[config.mk]
export PLATFORM = sky130hd
export DESIGN_NAME = pipe_hazard_ctrl
export DESIGN_NICKNAME = d
export VERILOG_FILES = /design/src/rtl/pipe_ctrl_pkg.sv /design/src/rtl/sat_counter.sv /design/src/rtl/pipe_hazard_ctrl.sv
export SDC_FILE = /design/constraint.sdc
export NUM_CORES = 1
export LEC_CHECK = 0
export BUFFER_PORTS_ARGS = -buffer_cell sky130_fd_sc_hd__buf_2
export CAP_MARGIN = 5
export CORE_ASPECT_RATIO = 1.1
export CORE_MARGIN = 1.5
export CORE_UTILIZATION = 54
export DETAILED_ROUTE_END_ITERATION = 6
export PLACE_DENSITY = 0.8
export SYNTH_ARGS = -nofsm -noshare
export SYNTH_HDL_FRONTEND = slang
export SYNTH_SLANG_ARGS = --single-unit
[constraint.sdc]
create_clock -name clk -period 2.4 [get_ports clk]
set_clock_uncertainty 0.05 [all_clocks]
set_input_delay 0.12 -clock clk [delete_from_list [all_inputs] [get_ports clk]]
set_output_delay 0.12 -clock clk [all_outputs]
set_load 0.01 [all_outputs]
[src/rtl/pipe_ctrl_pkg.sv]
// -----------------------------------------------------------------------------
// pipe_ctrl_pkg
// Shared definitions for the 5-stage MIPS pipeline stall/flush controller:
// MUL sequencer state encoding, default parameters, the register-zero address
// and a helper that derives the MUL down-counter start value.
// -----------------------------------------------------------------------------
package pipe_ctrl_pkg;

    // MUL sequencer states.
    typedef enum logic {
        IDLE     = 1'b0,
        MUL_BUSY = 1'b1
    } state_e;

    localparam int MUL_LAT_DEF = 4;   // cycles a MUL occupies EX
    localparam int CNT_W_DEF   = 32;  // performance counter width
    localparam int MUL_CNT_W   = 4;   // width of the MUL down-counter

    localparam logic [4:0] REG_ZERO = 5'd0;

    // Start value of the MUL down-counter. The first stall cycle is spent in
    // IDLE, so MUL_BUSY only needs MUL_LAT-2 more stall cycles before release.
    // Latencies of 1 never enter MUL_BUSY; return 0 so the value stays legal.
    function automatic logic [MUL_CNT_W-1:0] mul_cnt_init(input int lat);
        if (lat > 1) begin
            return MUL_CNT_W'(lat - 2);
        end
        return '0;
    endfunction

endpackage

[src/rtl/sat_counter.sv]
// -----------------------------------------------------------------------------
// sat_counter
// Saturating up-counter used for pipeline performance statistics.
//
// Ports:
//   clk      in   clock
//   rst_n    in   asynchronous active-low reset, clears the count
//   inc_i    in   increment request (ignored once at all-ones)
//   clr_i    in   synchronous clear, wins over inc_i
//   count_o  out  current count, CNT_W bits
// -----------------------------------------------------------------------------
module sat_counter #(
    parameter int CNT_W = 32
) (
    input  logic             clk,
    input  logic             rst_n,
    input  logic             inc_i,
    input  logic             clr_i,
    output logic [CNT_W-1:0] count_o
);

    logic [CNT_W-1:0] count_q;
    logic [CNT_W-1:0] count_d;

    // NOTE: every signal written in a combinational block gets a default
    // first, so no path leaves it unassigned and no latch is inferred.
    always_comb begin
        count_d = count_q;
        if (clr_i) begin
            count_d = '0;
        end else if (inc_i && !(&count_q)) begin
            count_d = count_q + 1'b1;
        end
    end

    // NOTE: sequential state uses non-blocking assignments so every register
    // samples its inputs as they were before the edge.
    always_ff @(posedge clk or negedge rst_n) begin
        if (!rst_n) begin
            count_q <= '0;
        end else begin
            count_q <= count_d;
        end
    end

    assign count_o = count_q;

endmodule

[src/rtl/pipe_hazard_ctrl.sv]
// -----------------------------------------------------------------------------
// pipe_hazard_ctrl
// Central stall/flush controller for the 5-stage MIPS pipeline.
//   - Holds ID/EX (and bubbles EX/MEM) while a multi-cycle MUL occupies EX.
//   - Inserts a one-cycle bubble into ID/EX on a load-use hazard.
//   - Flushes IF/ID when a taken branch in ID actually advances.
//   - Counts stalled cycles and load-use bubbles (saturating).
// Priority of the three causes: MUL stall > load-use > branch flush.
//
// Ports:
//   clk              in   pipeline clock
//   rst              in   asynchronous active-low reset (0 = reset)
//   id_valid         in   ID holds a valid instruction
//   id_rs_addr       in   rs of the ID instruction (5)
//   id_rt_addr       in   rt of the ID instruction (5)
//   id_uses_rs       in   ID instruction reads rs
//   id_uses_rt       in   ID instruction reads rt
//   id_branch_taken  in   branch/jump in ID resolved taken
//   ex_is_lw         in   is_lw from ID/EX
//   ex_write         in   write from ID/EX
//   ex_w_addr        in   w_addr from ID/EX (5)
//   ex_is_mul        in   is_mul from ID/EX
//   perf_clr         in   synchronous clear of the performance counters
//   pc_stall         out  hold PC
//   if_id_stall      out  hold IF/ID
//   if_id_flush      out  clear IF/ID next edge
//   id_ex_hold       out  hold ID/EX contents
//   id_ex_bubble     out  load NOP into ID/EX next edge
//   ex_mem_bubble    out  load NOP into EX/MEM next edge
//   mul_busy         out  sequencer is in MUL_BUSY
//   stall_cycles     out  cycles with pc_stall=1 (CNT_W)
//   load_use_cnt     out  load-use bubbles inserted (CNT_W)
// -----------------------------------------------------------------------------
module pipe_hazard_ctrl
    import pipe_ctrl_pkg::*;
#(
    parameter int MUL_LAT = MUL_LAT_DEF,
    parameter int CNT_W   = CNT_W_DEF
) (
    input  logic             clk,
    input  logic             rst,
    input  logic             id_valid,
    input  logic [4:0]       id_rs_addr,
    input  logic [4:0]       id_rt_addr,
    input  logic             id_uses_rs,
    input  logic             id_uses_rt,
    input  logic             id_branch_taken,
    input  logic             ex_is_lw,
    input  logic             ex_write,
    input  logic [4:0]       ex_w_addr,
    input  logic             ex_is_mul,
    input  logic             perf_clr,
    output logic             pc_stall,
    output logic             if_id_stall,
    output logic             if_id_flush,
    output logic             id_ex_hold,
    output logic             id_ex_bubble,
    output logic             ex_mem_bubble,
    output logic             mul_busy,
    output logic [CNT_W-1:0] stall_cycles,
    output logic [CNT_W-1:0] load_use_cnt
);

    localparam logic                 MUL_STALLS = (MUL_LAT > 1);
    localparam logic [MUL_CNT_W-1:0] CNT_INIT   = mul_cnt_init(MUL_LAT);

    state_e               state_q, state_d;
    logic [MUL_CNT_W-1:0] cnt_q, cnt_d;

    logic mul_stall_raw;
    logic mul_stall;
    logic lu_raw;
    logic lu;
    logic stall_any;

    // -------------------------------------------------------------------------
    // MUL sequencer: the IDLE cycle that sees the MUL is the first stall
    // cycle; MUL_BUSY counts down the rest and spends its cnt==0 cycle
    // releasing ID/EX, so the same MUL is never seen again from IDLE.
    // -------------------------------------------------------------------------
    always_comb begin
        state_d       = state_q;
        cnt_d         = cnt_q;
        mul_stall_raw = 1'b0;
        unique case (state_q)
            IDLE: begin
                if (ex_is_mul && MUL_STALLS) begin
                    mul_stall_raw = 1'b1;
                    state_d       = MUL_BUSY;
                    cnt_d         = CNT_INIT;
                end
            end
            MUL_BUSY: begin
                if (cnt_q != '0) begin
                    mul_stall_raw = 1'b1;
                    cnt_d         = cnt_q - 1'b1;
                end else begin
                    state_d = IDLE;
                end
            end
            default: begin
                state_d = IDLE;
                cnt_d   = '0;
            end
        endcase
    end

    always_ff @(posedge clk or negedge rst) begin
        if (!rst) begin
            state_q <= IDLE;
            cnt_q   <= '0;
        end else begin
            state_q <= state_d;
            cnt_q   <= cnt_d;
        end
    end

    // -------------------------------------------------------------------------
    // Load-use hazard: the lw in EX produces its data only after MEM, so a
    // dependent instruction in ID must wait one cycle. $0 is never a hazard.
    // -------------------------------------------------------------------------
    always_comb begin
        lu_raw = id_valid && ex_is_lw && ex_write && (ex_w_addr != REG_ZERO) &&
                 ((id_uses_rs && (id_rs_addr == ex_w_addr)) ||
                  (id_uses_rt && (id_rt_addr == ex_w_addr)));
    end

    // Reset gates every control output low, even while inputs request a stall.
    assign mul_stall = mul_stall_raw && rst;
    assign lu        = lu_raw && rst;
    assign stall_any = mul_stall || lu;

    assign pc_stall      = stall_any;
    assign if_id_stall   = stall_any;
    assign id_ex_hold    = mul_stall;
    assign ex_mem_bubble = mul_stall;
    // While the MUL holds ID/EX the lw cannot be in EX, so the bubble yields.
    assign id_ex_bubble  = lu && !mul_stall;
    // A stalled branch keeps its fetch slot; flush only when it advances.
    assign if_id_flush   = id_branch_taken && rst && !stall_any;
    assign mul_busy      = (state_q == MUL_BUSY) && rst;

    // -------------------------------------------------------------------------
    // Performance counters
    // -------------------------------------------------------------------------
    sat_counter #(
        .CNT_W (CNT_W)
    ) u_stall_cnt (
        .clk     (clk),
        .rst_n   (rst),
        .inc_i   (pc_stall),
        .clr_i   (perf_clr),
        .count_o (stall_cycles)
    );

    sat_counter #(
        .CNT_W (CNT_W)
    ) u_lu_cnt (
        .clk     (clk),
        .rst_n   (rst),
        .inc_i   (id_ex_bubble),
        .clr_i   (perf_clr),
        .count_o (load_use_cnt)
    );

endmodule

# After elaboration in Yosys (flattened, before gate mapping)
# Index checks and enable logic that the tools add are counted.
[totals]
out_inout_bits = 71
regBits = 69
wordCells = 49
[classes]
addsub = 3
n_mux = 10
n_bitwise = 1
n_eq_ne = 4
n_reduce_logical = 27
[op_table]
columns = ["cell", "count"]
rows = [
  ["32-bit two-way mux", 4],
  ["32-bit by 1-bit adder with 32-bit output (second input constant)", 2],
  ["32-bit AND reduction", 2],
  ["1-bit logical AND", 14],
  ["5-bit equality test", 2],
  ["4-bit two-way mux", 2],
  ["4-bit case mux with 2 select lines", 1],
  ["5-bit nonzero test", 1],
  ["1-bit zero test", 4],
  ["2-bit nonzero test", 2],
  ["4-bit nonzero test", 1],
  ["4-bit by 1-bit subtractor with 4-bit output (second input constant)", 1],
  ["1-bit logical OR", 2],
  ["1-bit two-way mux", 2],
  ["2-bit by 1-bit != test with 1-bit output (second input constant)", 1],
  ["2-bit != test (second input constant)", 1],
  ["1-bit case mux with 2 select lines", 1],
  ["2-bit AND reduction", 1],
  ["1-bit inverter", 1],
]

# Longest topological paths before layout
# Gate-level depths: netlist of run 1.
[logic_depth]
depth_word = 9
ltp_mapped = 11
depth_no_buf = 10

# Modules after synthesis
# A second synthesis of run 1 with hierarchy kept.
[hier_totals]
hier_cells = 430
area_unflattened_um2 = 4189.0
[modules_own_cells]
columns = ["mod", "cells_per_inst", "instances", "seq_area_each_um2", "area_per_inst_um2"]
rows = [
  ["sat_counter", 190, 2, 800.8, 1865.5],
  ["pipe_hazard_ctrl", 50, 1, 125.1, 457.9],
]

# Worst setup path after synthesis of run 1
# No wires, ideal clock.
[synth_timing]
path_type = "register to register"
start = "register u_lu_cnt.count_q[0], in the netlist u_lu_cnt.count_o[0]"
end = "register u_lu_cnt.count_q[27], in the netlist u_lu_cnt.count_o[27]"
required_time_ns = 2.218
slack_ns = 0.259
setup_ns = 0.132
period_less_slack_ns = 2.141
arrival_ns = 1.959
path_stages_with_launch = 12
path_cell_list = "dfrtp_1 ha_1 and3_1 buf_2 nand3_1 nor2_1 and3_1 buf_2 buf_6 nor4_2 xnor2_1 nor2_1"
[synth_via]
elab_chain_cells = 4
elab_cells_between_ends = 7
[synth_lines]
columns = ["item", "line", "rtl"]
rows = [
  ["start, declared", "sat_counter.sv:22", "logic [CNT_W-1:0] count_q;"],
  ["start signal, assigned", "sat_counter.sv:42", "count_q <= count_d;"],
  ["branches (longest 4 deep; another with 32-bit by 1-bit adder with 32-bit output)", "n/a", ""],
]
# Parallel ways; which one is timed is not known. The select of a mux whose other input is x is not followed.
# A chain may end at the register's enable or synchronous reset.

# Worst setup path after layout of run 1
[layout_timing]
start = "register cnt_q[0]"
end = "output if_id_flush"
[layout_via]
elab_chain_cells = 7
[layout_lines]
columns = ["item", "line", "rtl"]
rows = [
  ["start, declared", "pipe_hazard_ctrl.sv:68", "logic [MUL_CNT_W-1:0] cnt_q, cnt_d;"],
  ["start signal, assigned", "pipe_hazard_ctrl.sv:114", "cnt_q <= cnt_d;"],
  ["4-bit nonzero test", "pipe_hazard_ctrl.sv:94", "if (cnt_q != '0) begin"],
  ["1-bit two-way mux", "pipe_hazard_ctrl.sv:94", ""],
  ["1-bit case mux with 2 select lines", "pipe_hazard_ctrl.sv:85", "unique case (state_q)"],
  ["named net mul_stall_raw", "pipe_hazard_ctrl.sv:70", "logic mul_stall_raw;"],
  ["1-bit logical AND", "pipe_hazard_ctrl.sv:129", "assign mul_stall = mul_stall_raw && rst;"],
  ["1-bit logical OR", "pipe_hazard_ctrl.sv:131", "assign stall_any = mul_stall || lu;"],
  ["1-bit zero test", "pipe_hazard_ctrl.sv:140", "assign if_id_flush = id_branch_taken && rst && !stall_any;"],
  ["1-bit logical AND", "pipe_hazard_ctrl.sv:140", ""],
  ["end, declared", "pipe_hazard_ctrl.sv:55", "output logic if_id_flush,"],
]
# The timed path passes the listed nets, and every way through them passes these cells.

==> impl_metrics.tcl, run 1 <==
set metrics [dict create \
    min_path_type "in2async" \
    htreeDepth 3 \
    gp_congestion 0.8654 \
    hold_viol 5 \
    critPathSlowestCell "dfrtp_1" \
    p_leak_nw 2.238 \
    r2r-end "u_lu_cnt.count_o[14]" \
    dr_total_vias 3522 \
    slew_headroom_pct 39.69 \
    fin_cells 617 \
    drtPass1Iterations 4 \
    syn2layout_area_growth_pct 23.72 \
    nNetsFinal 554 \
    setup_violations 0 \
    worst-path-buf-inv 4 \
    crit_path_end_kind "primary output" \
    core_area_um2 7432 \
    grt_pass1_wl_um 15510 \
    worstPathArrival_ps 2140 \
    worst_ir_drop_vdd_mv 0.3277 \
    worstPathMaxFanout 7 \
    viasPerCell 5.708 \
    drcViolationCount 0 \
    grt_max_degree 72 \
    die_h_um 94.61 \
    slowest_delay_ps 410 \
    cap_violations 0 \
    critPathRequiredTime_ps 2230 \
    synth_seq_cells 69 \
    globalRoute.totalOverflow 0 \
    die_area_um2 8163 \
    initial_core_util_pct 55.44 \
    num_io_pins 96 \
    maxSlewViolCount 0 \
    worst_slew_pin_slew_ps 904.7 \
    crit_type "reg2out" \
    cts.root.buffer_cell "clkbuf_8" \
    insertedDiodeCount 0 \
    cts_hold_buf 0 \
    place_hpwl_um 6570 \
    mostFrequentLayoutCells "buf_2 (95), dfrtp_1 (69), nor2_1 (68), xnor2_1 (53), nand4_1 (26)" \
    placed_cells 596 \
    wl_per_cell_um 15.52 \
    crit_family "simple AND/OR/NAND/NOR gates" \
    ant_nets 0 \
    hold_slack_ps -8.771 \
    syn_area_um2 4120 \
    path_depth 10 \
    synth_edf_count 0 \
    antenna_found_initial 0 \
    die_x_um 86.29 \
    powerDensity_nw_per_um2 616.4 \
    fin_setup_tns_ps 0 \
    cp-start-kind "register" \
    crit_end "if_id_flush" \
    portBuffers 95 \
    post-route-min-period_ps 2306 \
    layout_commonest_cell "buf_2" \
    crit_chain "inv_2 -> ha_1 -> nor3b_4 -> a21oi_2 -> nand2_1 -> inv_2 -> a21oi_4 -> buf_4 -> and3_1 -> buf_2" \
    numCtsBuffers 9 \
    fmaxAchievable_ghz 0.4337 \
    yosysSeqAreaShare_pct 41.91 \
    r2r_start "cnt_q[0]" \
    track_usage_pct 24.17 \
    r2r_cells 12 \
    clkTransAtPathRegs_ps 70 \
    setup.worst_path.start "cnt_q[0]" \
    avgSynthCellArea_um2 9.764 \
    period_share_pct 96.07 \
    clockBufferDepth 2 \
    syn-num-nets 451 \
    layout-drive-gt1-share_pct 33.77 \
    clk_latency_ps 350 \
    failed_checks "negative hold slack" \
    grt_pass1_vias 3311 \
    ys_warn_count 0 \
    syn_inst 422 \
    power.total_mw 3.142 \
    ys_types 45 \
    clock-sinks 69 \
    drt_wl_total_um 9573 \
    cpMostUsedCell "inv_2" \
    ys.flop_type "dfrtp_1" \
    drt_iter0_drc 121 \
    r2r_slack_ps 120 \
    rows 33 \
    cts_tree "done" \
    outcome "finished with violations" \
    fin_area_um2 5097 \
    synth_async_sr_flop_share_pct 100.0 \
    place_area_um2 4682 \
]
state kept, by name, indices dropped and copies added (netlist names):
name / cells
cnt_q: 4
state_q: 1
u_stall_cnt.count_o: 32
u_lu_cnt.count_o: 32
worst min path at each step:
| stage | startpoint | to | cells after the start |
|---|---|---|---|
| floorplan | rst | cnt_q[0] | 0 |
| global placement | rst | u_stall_cnt.count_o[8] | 2 |
| detailed placement | rst | cnt_q[1] | 2 |
| CTS | rst | u_stall_cnt.count_o[5] | 2 |
| global route | rst | u_stall_cnt.count_o[7] | 2 |
| finish | rst | u_stall_cnt.count_o[8] | 2 |
layer usage:
layer  vias to the layer above  wire length, µm  track usage (%)
met5                         -                0                0
met4                         0              215            10.89
met3                        19              468            4.458
met2                       111             4623            40.22
met1                      1716             4266            30.72
li1                       1676                -                -
through the flow:
stage	setup slack, ps	util [%]
floorplan	259.4	-
CTS	2.705	67.42
global placement	189.2	63.00
detailed placement	63.46	63.00
finish	94.40	68.59
global route	-7.315	68.59
power breakdown:
group	total, mW	switching [mW]	leakage [nW]	internal [mW]
Clock	1.40	0.467	0.143	0.929
Combinational	0.475	0.283	1.14	0.192
Sequential	1.27	0.0585	0.951	1.21
Total	3.14	0.809	2.24	2.33
cells in the mapped netlist (all sizes together) (2+ instances only):
library cell	n	share of area [%]
or2	2	0.30
o21ai	9	1.1
nand4	26	3.9
nor4b	5	1.8
nor2	68	6.2
nor4	19	5.1
or3	4	0.61
nand3b	2	0.36
ha	4	1.2
nand3	24	3.2
inv	7	0.64
clkbuf	8	0.73
and4	7	1.7
mux2	3	0.82
xnor2	53	11
a21oi	11	1.5
and3	13	2.3
nor3	22	4.7
nand2	25	2.3
dfrtp	69	42
and2	3	0.52
xor2	11	2.3
nor3b	2	0.61
buf	13	2.4
nor2b	5	0.76
area by class of cell:
type,count,area [µm²]
inverters,7,30.03
well taps,87,108.9
repair buffers,113,621.8
clock buffers,10,137.6
clock inverters,6,157.7
multi-input cells,325,2315
fillers,575,2335
flip-flops and latches,69,1727
worst register-to-register path, stage by stage, from the launching register on:
cell and delay [ps]:
dfrtp_1 380, inv_2 70, ha_1 200, nor3b_4 160, a21oi_2 200, nand2_1 110, nand3_1 100, buf_6 230
clkinvlp_4 180, buf_4 180, nand3_1 90, xor2_1 170, nor2_1 60
cells by family (layout without fill, tap and decap cells):
logic type                 count (synthesis)  after routing  synth area share (%)
DFF                                       69             69                 41.91
AOI/OAI and AO/OA                         24             24                 3.583
muxes                                      4              4                 1.063
adders and majority gates                  4              4                 1.215
xor gates and xnor gates                  64             64                 13.60
and+or+nand+nor                          229            229                 34.89
buffers and inverters                     28            136                 3.735
repair_timing:
action                                 in CTS  in global routing
resized for setup                           1                 12
endpoints found under the hold margin       0                  0
pin swaps                                   0                  2
setup endpoints to repair                   4                 32
setup buffers                               4                  1
Power figures use the tool's default switching activity.
==> run 2, diff against run 1 <==
Settings changed: CORE_UTILIZATION 54 to 55, PLACE_DENSITY 0.8 to 0.81.
Clock period 2.4 ns to 2.7 ns, I/O delays scaled along.
==> run 2 against run 1 <==
Effect of this change:
- the run ends with design-rule violations left
- clock-buffer cell count rose by 2
- power fell by 27%
- highest routed layer unchanged
- sequential cell count did not move
- core utilization rose by 0.29 points
- clock power fell by 44%
- via count rose by 1.2%
- critical path depth rose by 2
- critical endpoint is now u_lu_cnt.count_o[17]
- worst hold slack improved by 110 ps
- first-iteration DRC count rose by 65%
==> impl_metrics.tcl, run 2 (synthesized netlist as in run 1, its figures left out) <==
set metrics [dict create \
    met1_usage_pct 32.95 \
    die_h_um 93.78 \
    crit_type "reg2reg" \
    crit_path_end_kind "register" \
    dr_total_vias 3566 \
    cp-start-kind "register" \
    maxSlewViolCount 0 \
    grt_max_degree 53 \
    fin_area_um2 4908 \
    critPathRequiredTime_ps 2890 \
    ant_nets 0 \
    slowest_delay_ps 360 \
    cts_tree "done" \
    grt.busiest_layer "met2" \
    clock-sinks 69 \
    die_area_um2 8020 \
    outcome "finished with violations" \
    initial_core_util_pct 57.81 \
    grt_pass1_wl_um 16350 \
    fmaxAchievable_ghz 0.4105 \
    place_hpwl_um 6832 \
    wl_per_cell_um 15.67 \
    p_leak_nw 2.175 \
    rows 32 \
    worst-path-buf-inv 4 \
    portBuffers 95 \
    track_usage_pct 25.55 \
    placed_cells 592 \
    fin_cells 616 \
    min_path_type "in2reg" \
    layout_commonest_cell "buf_2" \
    fin_ws_ps 263.7 \
    place_ws_ps 244.5 \
    post-route-min-period_ps 2436 \
    powerDensity_nw_per_um2 469.1 \
    critPathSlowestCell "dfrtp_1" \
    failed_checks "design-rule violations" \
    period_share_pct 90.23 \
    cts.root.buffer_cell "clkbuf_8" \
    grtUsageMet2_pct 41.99 \
    num_io_pins 96 \
    crit_chain "inv_1 -> ha_1 -> nor3b_2 -> a21oi_2 -> nand2_1 -> nand3_1 -> buf_4 -> clkinvlp_4 -> buf_4 -> nand4_1 -> xor2_1 -> nor2_1" \
    multiInputGateArea_um2 2247 \
    fin_setup_tns_ps 0 \
    clockBufferDepth 2 \
    setup_violations 0 \
    hold_viol 0 \
    insertedDiodeCount 0 \
    numCtsBuffers 9 \
    mostFrequentLayoutCells "buf_2 (95), dfrtp_1 (69), nor2_1 (68), xnor2_1 (53), nand4_1 (26)" \
    drtPass1Iterations 6 \
    place_area_um2 4664 \
    gp_congestion 0.8751 \
    cap_violations 0 \
    layout-drive-gt1-share_pct 33.33 \
    worst_ir_drop_vdd_mv 0.3124 \
    worstPathMaxFanout 23 \
    crit_family "buffers and inverters" \
    fillers 555 \
    die_x_um 85.53 \
    slew_headroom_pct 48.60 \
    viasPerCell 5.789 \
    htreeDepth 3 \
    register_area_um2 1727 \
    grt_pass1_vias 3441 \
    worstPathArrival_ps 2630 \
    globalRoute.totalOverflow 0 \
    syn2layout_area_growth_pct 19.13 \
    worst_slew_pin_slew_ps 771.0 \
    clkTransAtPathRegs_ps 70 \
    core_area_um2 7127 \
    antenna_found_initial 0 \
    hold_slack_ps 98.04 \
    nNetsFinal 555 \
    drt_iter0_drc 200 \
    drcViolationCount 5 \
    drt_wl_total_um 9652 \
    clk_latency_ps 350 \
    cpMostUsedCell "buf_4" \
    rsz0062_at_grt "false" \
    met3_usage_pct 4.218 \
]
[run 2: cell count changes in the layout (fill, tap and decap cells not counted), sizes merged]
| cell | before | now |
|---|---|---|
| dlygate4sd3 | 0 | 1 |
| bufinv | 5 | 0 |
| clkinv | 0 | 3 |
| clkbuf | 10 | 12 |
[run 2: per-stage QoR]
stage	utilization, %	power (mW)
2_1_floorplan	-	1.392
3_3_place_gp	65.45	1.500
3_5_place_dp	65.45	1.527
4_1_cts	68.08	2.301
5_1_grt	68.87	2.407
6_report	68.87	2.303
[run 2: layer usage]
layer	vias to the layer above	share of wire, %
li1	1686	-
met1	1719	43
met2	128	48
met3	33	5.1
met4	0	3.1
met5	-	0
[run 2: worst reg2reg max path, stage by stage, from the launching register on]
cell        delay (ps)
dfrtp_1            360
inv_1               80
ha_1               190
nor3b_2            170
a21oi_2            200
nand2_1            110
nand3_1             80
buf_4              280
clkinvlp_4         230
buf_4              180
nand4_1            120
xor2_1             210
nor2_1              60
[run 2: path summary, 6_finish.rpt]
check | start | end | slack (ps) | cells past startpoint
min in group asynchronous | rst | u_lu_cnt.count_o[5] | 280 | 3
worst min-delay path | ex_is_mul | state_q | 100 | 3
max in group asynchronous | rst | u_stall_cnt.count_o[23] | 1720 | 3
worst min register to register | cnt_q[2] | cnt_q[2] | 500 | 1
worst max-delay path | cnt_q[0] | u_lu_cnt.count_o[17] | 260 | 12
worst max register to register | cnt_q[0] | u_lu_cnt.count_o[17] | 260 | 12
[run 2: what timing repair did]
action | CTS | global route
setup endpoints to repair | 0 | 4
setup buffers | 0 | 7
hold buffers | 1 | 0
hold endpoints to repair | 69 | 0
resized for setup | 0 | 1
[run 2: report_power, final]
part | internal, mW | leakage (nW) | switching, mW | total, mW
clock | 0.379 | 0.0921 | 0.404 | 0.783
combinational | 0.158 | 1.13 | 0.239 | 0.397
sequential | 1.08 | 0.951 | 0.0452 | 1.12
total | 1.61 | 2.17 | 0.688 | 2.30
[run 2: area by class of cell]
type                    instances  share of cell area, %
flip-flops and latches         69                  35.18
clock inverters                 4                 0.4588
clock buffers                  12                  3.161
multi-input cells             325                  45.78
well taps                      85                  2.167
repair buffers                114                  12.64
inverters                       7                 0.6118
